`src/rtl/dispatch_pkg.sv`:
```
// dispatch_pkg -- shared definitions for the dispatch stage.
//
// Contents:
//   DECODE_DATA_WIDTH  width of one decoded instruction record
//   *_BIT / *_LSB      field offsets inside a decoded record
//   ALUSEL_BRANCH      alusel code that marks a branch
//   dispatch_state_t   dispatch FSM encodings (RUN / PRIV_WAIT)
//   rec_* helpers      field extractors for a decoded record
//
// Record layout (bit 0 = valid):
//   [0] valid  [5:1] rs1  [6] rs1 read  [11:7] rs2  [12] rs2 read
//   [17:13] rd  [18] rd write  [22:19] alusel  [23] privileged
//   [24] csr  [25] exception  [31:26] exception code
package dispatch_pkg;

  localparam int DECODE_DATA_WIDTH = 32;

  localparam int VALID_BIT    = 0;
  localparam int RS1_LSB      = 1;
  localparam int RS1_RE_BIT   = 6;
  localparam int RS2_LSB      = 7;
  localparam int RS2_RE_BIT   = 12;
  localparam int RD_LSB       = 13;
  localparam int RD_WE_BIT    = 18;
  localparam int ALUSEL_LSB   = 19;
  localparam int ALUSEL_WIDTH = 4;
  localparam int PRIV_BIT     = 23;
  localparam int CSR_BIT      = 24;
  localparam int EXC_BIT      = 25;
  localparam int ECODE_LSB    = 26;

  localparam logic [ALUSEL_WIDTH-1:0] ALUSEL_BRANCH = 4'd6;

  typedef enum logic [0:0] {
    ST_RUN       = 1'b0,
    ST_PRIV_WAIT = 1'b1
  } dispatch_state_t;

  typedef logic [DECODE_DATA_WIDTH-1:0] dec_rec_t;

  function automatic logic [4:0] rec_rs1(input dec_rec_t r);
    return r[RS1_LSB +: 5];
  endfunction

  function automatic logic [4:0] rec_rs2(input dec_rec_t r);
    return r[RS2_LSB +: 5];
  endfunction

  function automatic logic [4:0] rec_rd(input dec_rec_t r);
    return r[RD_LSB +: 5];
  endfunction

  function automatic logic [ALUSEL_WIDTH-1:0] rec_alusel(input dec_rec_t r);
    return r[ALUSEL_LSB +: ALUSEL_WIDTH];
  endfunction

  // Privileged, CSR and excepting instructions all have to issue alone.
  function automatic logic rec_special(input dec_rec_t r);
    return r[PRIV_BIT] | r[CSR_BIT] | r[EXC_BIT];
  endfunction

endpackage

```
`src/rtl/dispatch_fwd.sv`:
```
// dispatch_fwd -- resolves one source operand.
//
// Ports:
//   re, addr                 operand read enable and register address
//   ex_we/ex_addr/ex_data    EX-stage forwarding, two slots
//   mem_we/mem_addr/mem_data MEM-stage forwarding, two slots
//   rf_data                  register file read data for addr
//   data                     resolved operand value
module dispatch_fwd (
  input  logic            re,
  input  logic [4:0]      addr,
  input  logic [1:0]      ex_we,
  input  logic [1:0][4:0] ex_addr,
  input  logic [1:0][31:0] ex_data,
  input  logic [1:0]      mem_we,
  input  logic [1:0][4:0] mem_addr,
  input  logic [1:0][31:0] mem_data,
  input  logic [31:0]     rf_data,
  output logic [31:0]     data
);

  // Youngest producer wins: within a stage slot1 is younger than slot0,
  // and EX is younger than MEM. r0 always reads as zero.
  always_comb begin
    data = '0;
    if (re && (addr != 5'd0)) begin
      if (ex_we[1] && (ex_addr[1] == addr))
        data = ex_data[1];
      else if (ex_we[0] && (ex_addr[0] == addr))
        data = ex_data[0];
      else if (mem_we[1] && (mem_addr[1] == addr))
        data = mem_data[1];
      else if (mem_we[0] && (mem_addr[0] == addr))
        data = mem_data[0];
      else
        data = rf_data;
    end
  end

endmodule

```
`src/rtl/dispatch.sv`:
```
// dispatch -- issues up to two decoded instructions per cycle into EX.
//
// Ports:
//   clk, rst             clock, synchronous active-high reset
//   flush, pause_ex      pipeline flush, execute-stage backpressure
//   dec_data1/2          slot0/slot1 decoded records (bit0 = valid)
//   invalid_en           slots consumed this cycle (bit0 = slot0)
//   rf_raddr, rf_rdata   regfile read ports {s1r2,s1r1,s0r2,s0r1}
//   ex_fwd_*, mem_fwd_*  forwarding from EX and MEM, ex_is_load flags
//   priv_done            privileged/CSR instruction committed
//   ex_valid, ex_data1/2, ex_src1/2   registered EX-stage outputs
//
// Configuration: define DISPATCH_DUAL_ISSUE_EN to allow slot1 to issue.
// Without it only slot0 ever issues.
module dispatch
  import dispatch_pkg::*;
(
  input  logic                          clk,
  input  logic                          rst,
  input  logic                          flush,
  input  logic                          pause_ex,
  input  logic [DECODE_DATA_WIDTH-1:0]  dec_data1,
  input  logic [DECODE_DATA_WIDTH-1:0]  dec_data2,
  output logic [1:0]                    invalid_en,
  output logic [3:0][4:0]               rf_raddr,
  input  logic [3:0][31:0]              rf_rdata,
  input  logic [1:0]                    ex_fwd_we,
  input  logic [1:0][4:0]               ex_fwd_addr,
  input  logic [1:0][31:0]              ex_fwd_data,
  input  logic [1:0]                    mem_fwd_we,
  input  logic [1:0][4:0]               mem_fwd_addr,
  input  logic [1:0][31:0]              mem_fwd_data,
  input  logic [1:0]                    ex_is_load,
  input  logic                          priv_done,
  output logic [1:0]                    ex_valid,
  output logic [DECODE_DATA_WIDTH-1:0]  ex_data1,
  output logic [DECODE_DATA_WIDTH-1:0]  ex_data2,
  output logic [1:0][31:0]              ex_src1,
  output logic [1:0][31:0]              ex_src2
);

`ifdef DISPATCH_DUAL_ISSUE_EN
  localparam logic DUAL_ISSUE = 1'b1;
`else
  localparam logic DUAL_ISSUE = 1'b0;
`endif

  dispatch_state_t state;

  logic [3:0]       op_re;
  logic [3:0][4:0]  op_addr;
  logic [3:0][31:0] fwd_out;
  logic [3:0][31:0] op_val;

  logic lu0, lu1, raw, waw, pair_ok;
  logic issue0, issue1;

  // Operand order matches rf_raddr: 0=s0r1, 1=s0r2, 2=s1r1, 3=s1r2.
  assign op_addr = {rec_rs2(dec_data2), rec_rs1(dec_data2),
                    rec_rs2(dec_data1), rec_rs1(dec_data1)};
  assign op_re   = {dec_data2[RS2_RE_BIT], dec_data2[RS1_RE_BIT],
                    dec_data1[RS2_RE_BIT], dec_data1[RS1_RE_BIT]};
  assign rf_raddr = op_addr;

  for (genvar g = 0; g < 4; g++) begin : g_fwd
    dispatch_fwd u_fwd (
      .re       (op_re[g]),
      .addr     (op_addr[g]),
      .ex_we    (ex_fwd_we),
      .ex_addr  (ex_fwd_addr),
      .ex_data  (ex_fwd_data),
      .mem_we   (mem_fwd_we),
      .mem_addr (mem_fwd_addr),
      .mem_data (mem_fwd_data),
      .rf_data  (rf_rdata[g]),
      .data     (fwd_out[g])
    );
  end

  // An excepting instruction carries no useful operands into EX.
  always_comb begin
    op_val[0] = dec_data1[EXC_BIT] ? 32'd0 : fwd_out[0];
    op_val[1] = dec_data1[EXC_BIT] ? 32'd0 : fwd_out[1];
    op_val[2] = dec_data2[EXC_BIT] ? 32'd0 : fwd_out[2];
    op_val[3] = dec_data2[EXC_BIT] ? 32'd0 : fwd_out[3];
  end

  // A load in EX cannot forward yet, so a reader of its destination
  // must wait. r0 is never a real dependency.
  function automatic logic load_hit(input logic re, input logic [4:0] a,
                                    input logic [1:0] is_load,
                                    input logic [1:0] we,
                                    input logic [1:0][4:0] wa);
    return re && (a != 5'd0) &&
           ((is_load[0] && we[0] && (wa[0] == a)) ||
            (is_load[1] && we[1] && (wa[1] == a)));
  endfunction

  always_comb begin
    lu0 = load_hit(op_re[0], op_addr[0], ex_is_load, ex_fwd_we, ex_fwd_addr) |
          load_hit(op_re[1], op_addr[1], ex_is_load, ex_fwd_we, ex_fwd_addr);
    lu1 = load_hit(op_re[2], op_addr[2], ex_is_load, ex_fwd_we, ex_fwd_addr) |
          load_hit(op_re[3], op_addr[3], ex_is_load, ex_fwd_we, ex_fwd_addr);

    raw = dec_data1[RD_WE_BIT] && (rec_rd(dec_data1) != 5'd0) &&
          ((op_re[2] && (op_addr[2] == rec_rd(dec_data1))) ||
           (op_re[3] && (op_addr[3] == rec_rd(dec_data1))));
    waw = dec_data1[RD_WE_BIT] && dec_data2[RD_WE_BIT] &&
          (rec_rd(dec_data1) == rec_rd(dec_data2));

    pair_ok = dec_data2[VALID_BIT] && !raw && !waw && !lu1 &&
              !rec_special(dec_data1) && !rec_special(dec_data2) &&
              (rec_alusel(dec_data1) != ALUSEL_BRANCH);

    issue0 = !rst && dec_data1[VALID_BIT] && !pause_ex && !flush &&
             (state == ST_RUN) && !lu0;
    issue1 = issue0 && pair_ok && DUAL_ISSUE;

    invalid_en = {issue1, issue0};
  end

  // Dispatch FSM and EX registers. Flush beats pause; the FSM keeps
  // listening for priv_done even while EX is paused.
  always_ff @(posedge clk) begin
    if (rst) begin
      state    <= ST_RUN;
      ex_valid <= '0;
      ex_data1 <= '0;
      ex_data2 <= '0;
      ex_src1  <= '0;
      ex_src2  <= '0;
    end else if (flush) begin
      state    <= ST_RUN;
      ex_valid <= '0;
    end else begin
      case (state)
        ST_RUN:
          if (issue0 && (dec_data1[PRIV_BIT] || dec_data1[CSR_BIT]))
            state <= ST_PRIV_WAIT;
        ST_PRIV_WAIT:
          if (priv_done)
            state <= ST_RUN;
        default:
          state <= ST_RUN;
      endcase

      if (!pause_ex) begin
        ex_valid   <= {issue1, issue0};
        ex_data1   <= issue0 ? dec_data1 : '0;
        ex_data2   <= issue1 ? dec_data2 : '0;
        ex_src1[0] <= issue0 ? op_val[0] : 32'd0;
        ex_src2[0] <= issue0 ? op_val[1] : 32'd0;
        ex_src1[1] <= issue1 ? op_val[2] : 32'd0;
        ex_src2[1] <= issue1 ? op_val[3] : 32'd0;
      end
    end
  end

endmodule
```
`config.mk`:
```
export PLATFORM = sky130hd
export DESIGN_NAME = dispatch
export DESIGN_NICKNAME = d
export VERILOG_FILES = /design/src/rtl/dispatch_pkg.sv /design/src/rtl/dispatch_fwd.sv /design/src/rtl/dispatch.sv
export SDC_FILE = /design/constraint.sdc
export NUM_CORES = 1
export LEC_CHECK = 0
export CORE_AREA = 2 2 217 219
export DETAILED_ROUTE_END_ITERATION = 8
export DIE_AREA = 0 0 219 221
export PLACE_DENSITY = 0.54
export SYNTH_ARGS = -nofsm -noshare
export SYNTH_HDL_FRONTEND = slang
export SYNTH_SLANG_ARGS = --single-unit
```
`constraint.sdc`:
```
create_clock -name clk -period 7.9 [get_ports clk]
set_clock_uncertainty 0.2 [all_clocks]
set_input_delay 1.58 -clock clk [delete_from_list [all_inputs] [get_ports clk]]
set_output_delay 1.58 -clock clk [all_outputs]
set_load 0.02 [all_outputs]
```
==> results.md <==
- Final Setup Violations: 0
- Commonest non-fill, non-tap cell in the layout: clkdlybuf4s50_1
- CTS tree: yes
- WP buf/inv: 3
- Startpoint Class: input port
- Initial Utilization: 0.165
- Count of flip-flops with a built-in enable after synthesis: 0
- DRC Markers: 0
- Post CTS Setup Buffer Count: 0
- 1st-iter DRT viols: 717
- Die area: 0.0484 sq mm
- Worst Path Max Fanout: 7
- Hold depth: 2
- Worst min path class: reg2reg
- Critical setup path kind: in2out
- Hold Vio Cnt, Final: 0
- Placed cell areas: 0.0112 sq mm
- Critical Path RT: 6120 ps
- Layout Area Growth over Synthesis: 51.2%
- Hold_buf cts: 0
- Final wirelength: 44.1 mm
- Clock sink count: 98
- P_leak: 3.67 nW
- Layout cells sized above 1: 0.0482
- Filler Cells Inserted: 5054
- Mapped Area: 0.00760 sq mm
- Worst Reg-to-Reg Cells: 8
- GRT Util Overall: 0.177
- Largest net degree at the start of global routing: 66
- Netlist cell types: 46
- Top Ports: 567
- Max Cap Violations: 0
- Syn avg cell area: 7.71 sq um
- Placer congestion estimate: 0.818
- Proportion of synthesized chip area in sequential cells: 0.258
- Synthesized flop and latch total: 98
- Clock buffer count from CTS: 9
- Warnings from Yosys: 0
- Final setup TNS: 0 ps
- IO buf count: 362
- Peak VDD IR: 115 uV
- Clock slew at reported path FFs: 70 ps
- Outcome: completed
- Tot Pwr: 1.45 mW
- Die X-Extent: 219 microns
- Final Util: 0.250
- Core area: 0.0461 sq mm
- Synth Instances: 986
- Slowest cell delay on critical path: 620 ps
- Wire per inst: 23.8 microns
- RSZ-0062 raised after global routing: no
- PostCTS Resize Cnt: 0
- Slew @ Worst Pin: 1230 ps
- Cell Pwr Density: 126 mW/mm^2
- Post-DP HPWL: 30.4 mm
- Design area: 0.0115 sq mm
- Clk root buf: clkbuf_16
- Slew Viols, Final: 0
- TritonRoute pass-1 iters: 8
- Antenna Nets Post-Route: 0
- CP max stage cell: clkdlybuf4s50_1
- Overflow after GRT: 0
- Final min period: 6090 ps
- Cell mode on critical path: clkdlybuf4s50_1
- Vias: 9296
- Vias in the first global route: 9365
- Crit. End Element: output port
- F_max: 164 MHz
- Worst EP arrival: 4310 ps
- Initial antenna violation count: 1
- H-Tree Depth: 3
- CP Cell Sequence: clkdlybuf4s50_1 > or4_1 > o21ai_2 > o31ai_1 > a41oi_4 > nand2_1 > inv_1 > clkdlybuf4s50_1
- Final period util: 0.771
- Rows: 79
- CTS max path bufs: 2
- Commonest non-fill, non-tap cells in the layout: clkdlybuf4s50_1 (360), conb_1 (98), dfxtp_1 (98), a221oi_1 (74), nor2_1 (71)
- Cell depth of the worst setup path: 8
- Layout Nets: 1593
- Vias per cell: 5.01
- Worst skew pair latency: 380 ps
- Top cell family by delay on the critical path: buffers and inverters
- First-pass GRT wire length: 63.0 mm
- Ys flop type: dfxtp_1
- Share of async-settable or async-resettable flops after synthesis: 0
- Max-slew headroom: 0.178
- Die extent in y: 221 microns
## stage by stage
step                instances  hold WS (ps)  worst slack, ps
global route             1853           281             1700
finish                   1855           248             1810
CTS                      1853           252             1780
detailed placement       1838           244             1780
global placement         1838           237             1780
floorplan                1083           325             2980
## cells by family (layout without fill, tap and decap cells)
logic type / count (synthesis) / after routing / share of synthesized area
XOR/XNOR: 40 / 40 / 0.0461
multiplexers: 1 / 1 / 0.00132
other: 1 / 100 / 0.000493
buffers and inverters: 237 / 400 / 0.189
AND/OR/NAND/NOR: 280 / 280 / 0.175
AO/OA/AOI/OAI: 329 / 329 / 0.330
flip-flops: 98 / 98 / 0.258
## worst min-delay path, delay by kind of cell (launching register included)
family	cells	cell delay [ps]
flops	1	310
compound gates	1	50
simple gates	1	50
## worst paths after layout
kind	from	endpoint	slack, ps
hold / removal	ex_src2[20]	ex_src2[20]	250
setup / recovery	dec_data1[2]	invalid_en[0]	1810
setup reg to reg	state	ex_src2[12]	4220
hold reg to reg	ex_src2[20]	ex_src2[20]	250
## report_power, final
| part | switching, mW | leakage, nW | total (mW) | internal [mW] |
|---|---|---|---|---|
| logic | 0.246 | 2.73 | 0.440 | 0.194 |
| registers | 0.00344 | 0.791 | 0.503 | 0.499 |
| clock network | 0.231 | 0.152 | 0.508 | 0.278 |
| total | 0.481 | 3.67 | 1.45 | 0.971 |
## metal layers
metal	track usage	up-vias	wire [microns]
met5	0	-	16
met4	0.0806	2	1730
met3	0.0473	109	3800
met2	0.298	640	21100
met1	0.208	4509	17500
li1	-	4036	-
## Yosys cell counts (17+ instances only)
cell type | number | area, sq um
xnor2_1 | 23 | 201
nand2_1 | 69 | 259
dfxtp_1 | 98 | 1960
a222oi_1 | 21 | 210
o21ai_0 | 54 | 270
a21oi_1 | 34 | 170
nor3_1 | 33 | 165
a31oi_1 | 32 | 200
clkbuf_1 | 81 | 304
buf_4 | 122 | 916
a32oi_1 | 33 | 289
o32a_1 | 32 | 320
and2_1 | 43 | 269
nand3_1 | 38 | 190
a221oi_1 | 74 | 648
nor2_1 | 75 | 282
o2111ai_1 | 31 | 272
xor2_1 | 17 | 149
buf_2 | 19 | 95.1
## layout make-up
cell class / instances / area (sq um) / share of cell area
clock buffers: 9 / 225 / 0.0196
inverters: 4 / 15.0 / 0.00131
diodes: 2 / 5.00 / 0.000435
multi-input cells: 748 / 4680 / 0.407
repair buffers: 381 / 3760 / 0.327
flip-flops and latches: 98 / 1960 / 0.171
clock inverters: 6 / 90.1 / 0.00784
well taps: 607 / 759 / 0.0661
## state kept, by name (all words and copies together), names as in the netlist
register and cells:
ex_src2 32, ex_src1 32, ex_valid 1, ex_data1 32, state 1
No activity file was read; power rests on OpenSTA's default activity.
